**src/rtl/shiftreg_button_scanner.sv**
```systemverilog
// Scan sequencer for a 74HC165-style button shift register chain.
// Optional build macro: BUTTON_DEBOUNCE_EN (two-scan agreement filter).
module shiftreg_button_scanner #(
    parameter int CLK_DIV   = 25,
    parameter int NUM_BITS  = 16,
    parameter int GAP_TICKS = 100
) (
    input  logic                clock,
    input  logic                reset,
    input  logic                enable,
    output logic                shiftreg_clk,
    output logic                shiftreg_loadn,
    input  logic                shiftreg_out,
    output logic [NUM_BITS-1:0] buttons,
    output logic                buttons_valid,
    output logic                buttons_changed
);

    localparam int DIV_W = (CLK_DIV > 1) ? $clog2(CLK_DIV) : 1;
    localparam int BIT_W = $clog2(NUM_BITS);
    localparam int GAP_W = (GAP_TICKS > 2) ? $clog2(GAP_TICKS) : 1;

    typedef enum logic [1:0] {
        LOAD,
        LOW,
        HIGH,
        IDLE
    } state_t;

    state_t              state;
    state_t              state_next;
    logic [DIV_W-1:0]    div_cnt;
    logic [BIT_W-1:0]    bit_cnt;
    logic [GAP_W-1:0]    gap_cnt;
    logic [NUM_BITS-1:1] raw;
    logic [NUM_BITS-1:0] candidate;
    logic [NUM_BITS-1:0] next_buttons;
    logic                tick;
    logic                last_bit;
    logic                gap_done;
    logic                publish;

    assign tick      = (div_cnt == DIV_W'(CLK_DIV - 1));
    assign last_bit  = (bit_cnt == BIT_W'(NUM_BITS - 1));
    assign gap_done  = (int'(gap_cnt) + 1 >= GAP_TICKS);
    assign publish   = tick && (state == LOW) && last_bit;
    // The final bit is taken straight from the pin on the publish edge
    assign candidate = ~{raw, shiftreg_out};

`ifdef BUTTON_DEBOUNCE_EN
    logic [NUM_BITS-1:0] prev_raw;

    assign next_buttons = (candidate == ~prev_raw) ? candidate : buttons;

    // Remember each completed raw scan for the agreement test
    always_ff @(posedge clock or posedge reset) begin
        if (reset) begin
            prev_raw <= '0;
        end else if (publish) begin
            prev_raw <= {raw, shiftreg_out};
        end
    end
`else
    assign next_buttons = candidate;
`endif

    // Free-running tick divider
    always_ff @(posedge clock or posedge reset) begin
        if (reset) begin
            div_cnt <= '0;
        end else if (tick) begin
            div_cnt <= '0;
        end else begin
            div_cnt <= div_cnt + DIV_W'(1);
        end
    end

    // Next-state decode; transitions only on tick cycles
    always_comb begin
        state_next = state;
        if (tick) begin
            unique case (state)
                LOAD: state_next = LOW;
                LOW: begin
                    if (!last_bit) begin
                        state_next = HIGH;
                    end else if (GAP_TICKS == 0 && enable) begin
                        state_next = LOAD;
                    end else begin
                        state_next = IDLE;
                    end
                end
                HIGH: state_next = LOW;
                IDLE: begin
                    if (gap_done && enable) begin
                        state_next = LOAD;
                    end
                end
                default: state_next = LOAD;
            endcase
        end
    end

    // State register; pin outputs registered from next state
    always_ff @(posedge clock or posedge reset) begin
        if (reset) begin
            state          <= LOAD;
            shiftreg_clk   <= 1'b0;
            shiftreg_loadn <= 1'b1;
        end else begin
            state          <= state_next;
            shiftreg_clk   <= (state_next == HIGH);
            shiftreg_loadn <= (state_next != LOAD);
        end
    end

    // Bit and gap counters
    always_ff @(posedge clock or posedge reset) begin
        if (reset) begin
            bit_cnt <= '0;
            gap_cnt <= '0;
        end else if (tick) begin
            if (state == LOAD) begin
                bit_cnt <= '0;
            end else if (state == HIGH) begin
                bit_cnt <= bit_cnt + BIT_W'(1);
            end
            if (state != IDLE) begin
                gap_cnt <= '0;
            end else if (!gap_done) begin
                gap_cnt <= gap_cnt + GAP_W'(1);
            end
        end
    end

    // Capture serial data MSB first at the end of each low phase
    always_ff @(posedge clock or posedge reset) begin
        if (reset) begin
            raw <= '0;
        end else if (tick && state == LOW && !last_bit) begin
            raw[BIT_W'(NUM_BITS - 1) - bit_cnt] <= shiftreg_out;
        end
    end

    // Publish the scan result and status pulses
    always_ff @(posedge clock or posedge reset) begin
        if (reset) begin
            buttons         <= '0;
            buttons_valid   <= 1'b0;
            buttons_changed <= 1'b0;
        end else begin
            buttons_valid   <= publish;
            buttons_changed <= publish && (next_buttons != buttons);
            if (publish) begin
                buttons <= next_buttons;
            end
        end
    end

endmodule

```
**config.mk**
```make
export PLATFORM = sky130hd
export DESIGN_NAME = shiftreg_button_scanner
export DESIGN_NICKNAME = d
export VERILOG_FILES = /design/src/rtl/shiftreg_button_scanner.sv
export SDC_FILE = /design/constraint.sdc
export NUM_CORES = 1
export LEC_CHECK = 0
export ABC_AREA = 1
export CAP_MARGIN = 20
export CORE_MARGIN = 4
export CORE_UTILIZATION = 50
export DETAILED_ROUTE_END_ITERATION = 7
export DONT_BUFFER_PORTS = 1
export SLEW_MARGIN = 20
export SYNTH_ARGS = -nofsm -noshare
export SYNTH_HDL_FRONTEND = slang
export SYNTH_SLANG_ARGS = --single-unit
```
**constraint.sdc**
```tcl
create_clock -name clock -period 2.1 [get_ports clock]
set_clock_uncertainty 0.2 [all_clocks]
set_input_delay 0.42 -clock clock [delete_from_list [all_inputs] [get_ports clock]]
set_output_delay 0.42 -clock clock [all_outputs]
set_load 0.01 [all_outputs]
```
==> reports/qor.csv, run 1 <==
metric,value,unit
outcome,"complete, no violations",
clock-pin slew on the worst setup and hold paths,100,ps
synth top area cells,"dfrtp_1 (51%), nand2_1 (8.6%), o21ai_0 (4.7%)",
FF-to-FF path depth,10,
Synth Net Count,297,
Final setup viols,0,
dpl hpwl,3.49,mm
Post-synth top cells,"nand2_1 (59), dfrtp_1 (52), inv_1 (27)",
worst reg2reg setup slack,90,ps
Final Cell Area,2940,sq um
Yosys Warn Count,0,
Slew HR,0.630,
Worst setup SP type,register,
first-pass GRT wire length,8.48,mm
vias,1876,
DP Cell Count,352,
n_diodes,0,
combinational power share,0.018,
Worst EP required,2080,ps
post-synthesis async set-or-reset flop share,1.00,
worst path cell trace,inv_1 -> ha_2 -> inv_2 -> nor2_2 -> nand3_4 -> clkinv_4 -> nand3_4 -> nor2_4 -> buf_6 -> a31oi_4,
die area,6350,sq um
GRT Total Usage,0.173,
total CTS buffers,5,
Synth Register Bits,53,
endpoints failing hold,0,
P_int,1410,uW
"area leader, netlist",dfrtp_1,
Pre-antenna DRT Iters,4,
Post-layout nets,314,
post-synth top area share,0.506,
beginning of the worst hold path,shiftreg_out,
die height,79.7,microns
chip width,79.7,microns
Worst-Margin Slew,554,ps
worst r2r dst,raw[2]$_DFFE_PP0P_,
Main synth FF type,dfrtp_1,
crit-path max cell delay,420,ps
core region area,4850,sq um
Pwr Density,604,nW/um^2
Rows,25,
gp weighted congestion,0.872,
Max-Cap Viols,0,
worst slack at placement,143,ps
routed wire length,4.98,mm
PortBufs,0,
Critical Path AT,1990,ps
hold depth,1,
final std cells w/o fill,370,
Flop pwr share,0.575,
NetSw,358,uW
DRC errors left,0,
clock share of power,0.406,
Syn Inst Count,285,
Clock Root Buffer,clkbuf_8,
"Top cell by count, worst path",nand3_4,
Top Ports,24,
Tcrit/Tclk final,0.958,
Vias/cell,5.07,
initial antenna violation count,0,
Tot Pwr,1770,uW
WL/cell,13.5,microns
1st-iter DRT viols,101,
largest net degree at the start of global routing,37,
Worst VDD drop,0.000356,V
switching portion of total power,0.202,
sequential area share after synthesis,0.516,
CTS H-tree lvls,2,
syn_area_per_cell,9.02,sq um
Min-Delay Endpoint,buttons[0]$_DFFE_PP0P_,
kind of critical path,reg -> reg,
Max Slew Vio Count,0,
Routed Antenna Nets,0,
P&R area growth vs syn,14.2,%
worst-path maximum fanout,8,
LEAKAGE,0.00134,uW
Post-synth EDFFs,0,
Worst setup EP type,register,
slowest stage cell on the critical path,dfrtp_1,
layout cells sized above 1,0.158,
worst hold path type,in -> reg,
Placed Area,2690,sq um
Setup WS post-layout,87.3,ps
worst flop-to-flop path startpoint,div_cnt[0]$_DFF_PP0_,
gr ovfl total,0,
most common cell in the netlist,nand2_1,
Starting Density,0.530,
vias in the first global route,1782,
min Tclk post-route,2010,ps
clock sink total,53,
CTS tree,built,
cell area after synthesis,2570,sq um
"Distinct cells, synth",34,
Max Freq,497,MHz
later-pin clock latency in the skew report,310,ps
final core utilization,0.605,
CTS Buffer Depth,2,
## critical path, delay by kind of cell (launching register included)
| kind | cells | cell delay (ps) |
|---|---|---|
| simple gates | 4 | 680 |
| buf+inv | 4 | 360 |
| flops | 1 | 420 |
| compound gates | 1 | 70 |
| fa+ha+maj | 1 | 160 |
## how the worst max path moves through the flow
stage	startpoint	endpoint	slack [ps]	cells after the start
2_1_floorplan	reset	bit_cnt[0]$_DFFE_PP0P_	200	1
3_3_place_gp	div_cnt[0]$_DFF_PP0_	raw[11]$_DFFE_PP0P_	190	10
3_5_place_dp	div_cnt[0]$_DFF_PP0_	raw[15]$_DFFE_PP0P_	140	10
4_1_cts	div_cnt[0]$_DFF_PP0_	raw[15]$_DFFE_PP0P_	120	10
5_1_grt	div_cnt[0]$_DFF_PP0_	raw[6]$_DFFE_PP0P_	-40	10
6_report	div_cnt[0]$_DFF_PP0_	raw[2]$_DFFE_PP0P_	90	10
## area by class of cell
| class | count | area [sq um] |
|---|---|---|
| clock inverter | 2 | 37.5 |
| multi-input combinational | 197 | 1140 |
| timing repair buffer | 15 | 144 |
| fill | 407 | 1910 |
| inverter | 30 | 118 |
| clock buffer | 6 | 82.6 |
| sequential | 53 | 1330 |
| tap | 67 | 83.8 |
## timing repair
| action | 4_1_cts | 5_1_grt |
|---|---|---|
| endpoints found under the hold margin | 16 | 0 |
| hold buffers | 1 | 0 |
| endpoints found under the setup margin | 0 | 12 |
| buffers inserted | 0 | 9 |
| gates resized for setup | 0 | 12 |
## cell families after synthesis
group | synth area share
xor+xnor | 0.0443
flops | 0.516
compound gates | 0.151
fa+ha+maj | 0.0389
buf+inv | 0.0535
simple gates | 0.196
## cell usage in the layout (no fill, tap or decap), types with 4 or more instances in the layout
| cell | n |
|---|---|
| buf_4 | 11 |
| clkbuf_8 | 6 |
| inv_2 | 4 |
| o21ai_0 | 24 |
| xor2_1 | 8 |
| nor2_1 | 19 |
| dfrtp_1 | 51 |
| ha_1 | 7 |
| xnor2_1 | 5 |
| nand2_1 | 59 |
| nand3_1 | 11 |
| nor2_4 | 4 |
| o21ai_1 | 4 |
| a31oi_1 | 14 |
| a21oi_1 | 16 |
| inv_1 | 25 |
## power groups by stage
stage                     logic (uW)  registers [uW]  clock network, uW
after global routing            38.5            1020                780
after floorplan                 20.6            1040                  0
after global placement          32.6            1040                  0
final                           32.8            1020                721
after CTS                       34.6            1020                749
after detailed placement        33.0            1040                  0
## per-layer routing
layer | routed length [microns] | up-vias | global-route usage
met5 | 0 | - | 0
met4 | 71 | 0 | 0.0515
met3 | 193 | 7 | 0.0451
met2 | 2150 | 34 | 0.260
met1 | 2570 | 852 | 0.243
li1 | - | 983 | -
## sequential cells by signal, summed over array words and instances, names as in the netlist
signal           count
bit_cnt              4
buttons             16
buttons_changed      1
buttons_valid        1
div_cnt              5
gap_cnt              7
raw                 15
shiftreg_clk         1
shiftreg_loadn       1
state                2
## metrics by stage
step | hold slack [ps] | setup TNS (ps)
after floorplan | 254 | 0
after global placement | 125 | 0
after detailed placement | 124 | 0
after CTS | 1.84 | 0
after global routing | 35.0 | -102
final | 11.1 | 0
No activity file was read; power rests on OpenSTA's default activity.
==> run 2, diff against run 1 <==
--- a/config.mk
+++ b/config.mk
@@ -6,9 +6,10 @@
 export NUM_CORES = 1
 export LEC_CHECK = 0
 export ABC_AREA = 1
+export ABC_CLOCK_PERIOD_IN_PS = 2100
 export CAP_MARGIN = 20
 export CORE_MARGIN = 4
-export CORE_UTILIZATION = 50
+export CORE_UTILIZATION = 35
 export DETAILED_ROUTE_END_ITERATION = 7
 export DONT_BUFFER_PORTS = 1
 export SLEW_MARGIN = 20
==> run 2 against run 1 <==
Critical path depth grew 2. Cell area down 2.0%. Worst setup slack better by 120 ps. Hold slack better by 130 ps. First-iteration DRC count shrank 18%. Die area increased by 38%. Core utilization is 19 points lower. Combinational power decreased by 3%. Critical path type unchanged. Largest cell class unchanged. Largest power group unchanged. Highest routed layer unchanged.
==> reports/qor.csv, run 2 (synthesis results as in run 1) <==
metric,value,unit
Max Slew Vio Count,0,
Worst setup EP type,register,
CP bufs+invs,1,
endpoints failing hold,0,
1st-iter DRT viols,83,
Post-layout nets,310,
cell family with most CP delay,simple AND/OR/NAND/NOR gates,
first-pass GRT wire length,8.35,mm
Critical Path AT,1900,ps
max reg flops,16,
Worst-Margin Slew,540,ps
switching portion of total power,0.214,
worst flop-to-flop path startpoint,gap_cnt[1]$_DFFE_PP0P_,
combinational power share,0.018,
outcome,"complete, no violations",
CTS H-tree lvls,2,
slowest stage cell on the critical path,dfrtp_1,
Worst setup SP type,register,
FF-to-FF path depth,12,
Vias/cell,4.83,
Slew HR,0.639,
core region area,6980,sq um
Clock Root Buffer,clkbuf_8,
crit-path max cell delay,430,ps
P_int,1380,uW
Pwr Density,612,nW/um^2
Rows,30,
"Top cell by count, worst path",nand2_1,
Routed Antenna Nets,0,
die area,8780,sq um
min Tclk post-route,1900,ps
gr ovfl total,0,
total CTS buffers,5,
dpl hpwl,3.67,mm
n_diodes,0,
P&R area growth vs syn,11.8,%
NetSw,376,uW
chip width,93.7,microns
GRT Total Usage,0.122,
clock-pin slew on the worst setup and hold paths,90,ps
gp weighted congestion,0.767,
layout cells sized above 1,0.130,
CTS Buffer Depth,2,
vias,1907,
hold depth,3,
worst reg2reg setup slack,200,ps
Min-Delay Endpoint,state[1]$_DFF_PP0_,
worst hold path type,in -> reg,
setup_tns,0,ps
Worst EP required,2110,ps
RSZ-0062 raised after global routing,true,
"most common cell after layout, fill and taps aside",nand2_1,
Starting Density,0.368,
later-pin clock latency in the skew report,310,ps
vias in the first global route,1740,
Crit. Startpoint,gap_cnt[1]$_DFFE_PP0P_,
DRC errors left,0,
CTS tree,built,
Top Ports,24,
clock sink total,53,
worst path cell trace,ha_2 -> nand3_1 -> o21bai_1 -> nand2_1 -> nor2_1 -> nand2_1 -> nand2_2 -> nand2_2 -> nand2_4 -> inv_2 -> nand2_1 -> o21ai_1,
PortBufs,0,
Flop pwr share,0.579,
DP Cell Count,382,
LEAKAGE,0.00130,uW
Worst VDD drop,0.000223,V
final std cells w/o fill,395,
initial antenna violation count,0,
"Most flops, register",buttons,
filler instances,733,
largest net degree at the start of global routing,35,
most frequent cells in the layout,"nand2_1 (59), dfrtp_1 (51), inv_1 (26), o21ai_0 (24), nor2_1 (19)",
worst r2r dst,gap_cnt[4]$_DFFE_PP0P_,
Tcrit/Tclk final,0.903,
beginning of the worst hold path,enable,
kind of critical path,reg -> reg,
registers with the most flip-flops,"buttons x16, raw x15, gap_cnt x7",
Final setup viols,0,
Max-Cap Viols,0,
Max Freq,527,MHz
clock share of power,0.402,
WL/cell,12.9,microns
Pre-antenna DRT Iters,4,
routed wire length,5.11,mm
die height,93.7,microns
worst-path maximum fanout,5,
[run 2: changes by cell type in the layout (fill, tap and decap cells not counted), sizes merged]
cell	change
buf	-6
clkbuf	-1
clkinv	+1
dlygate4sd3	+1
nand2	+1
[run 2: worst min-delay path, stage by stage]
cell     delay [ps]
nand3_1          60
nand2_1          40
nand2_1          90
[run 2: timing repair]
action | CTS | global route
hold endpoints to repair | 23 | 0
setup endpoints to repair | 0 | 6
setup buffers | 0 | 2
gates resized for setup | 0 | 3
hold buffers | 2 | 0
[run 2: metrics by stage]
step | util | power [uW] | hold slack [ps] | setup WS, ps | instance area, sq um
after floorplan | - | 1060 | 254 | 195 | 2570
after global placement | 0.389 | 1070 | 184 | 201 | 2710
after detailed placement | 0.389 | 1070 | 181 | 183 | 2710
after CTS | 0.408 | 1780 | 133 | 174 | 2850
after global routing | 0.412 | 1820 | 154 | -14.9 | 2880
final | 0.412 | 1760 | 145 | 204 | 2880
[run 2: power groups by stage]
stage / logic (uW) / clock network [uW] / registers, uW
2_1_floorplan: 20.6 / 0 / 1040
3_3_place_gp: 31.4 / 0 / 1040
3_5_place_dp: 30.9 / 0 / 1040
4_1_cts: 34.1 / 727 / 1020
5_1_grt: 37.9 / 764 / 1020
6_report: 31.9 / 708 / 1020
[run 2: final cells by class]
type	count	area (sq um)	share of cell area
Sequential cell	53	1330	0.462
Inverter	30	114	0.0396
Clock inverter	3	46.3	0.0161
Clock buffer	5	68.8	0.0239
Multi-Input combinational cell	198	1120	0.389
Timing Repair Buffer	10	80.1	0.0279
Tap cell	96	120	0.0418
[run 2: per-layer routing]
layer	track usage	part of all wire
met1	0.164	0.48
met2	0.184	0.46
met3	0.0321	0.040
met4	0.0542	0.020
met5	0	0
[run 2: worst max path at each step]
| stage | endpoint | slack [ps] | cells after the start |
|---|---|---|---|
| after floorplan | bit_cnt[0]$_DFFE_PP0P_ | 200 | 1 |
| after global placement | gap_cnt[4]$_DFFE_PP0P_ | 200 | 13 |
| after detailed placement | gap_cnt[4]$_DFFE_PP0P_ | 180 | 13 |
| after CTS | gap_cnt[4]$_DFFE_PP0P_ | 170 | 13 |
| after global routing | bit_cnt[3]$_DFFE_PP0P_ | -10 | 11 |
| final | gap_cnt[4]$_DFFE_PP0P_ | 200 | 12 |
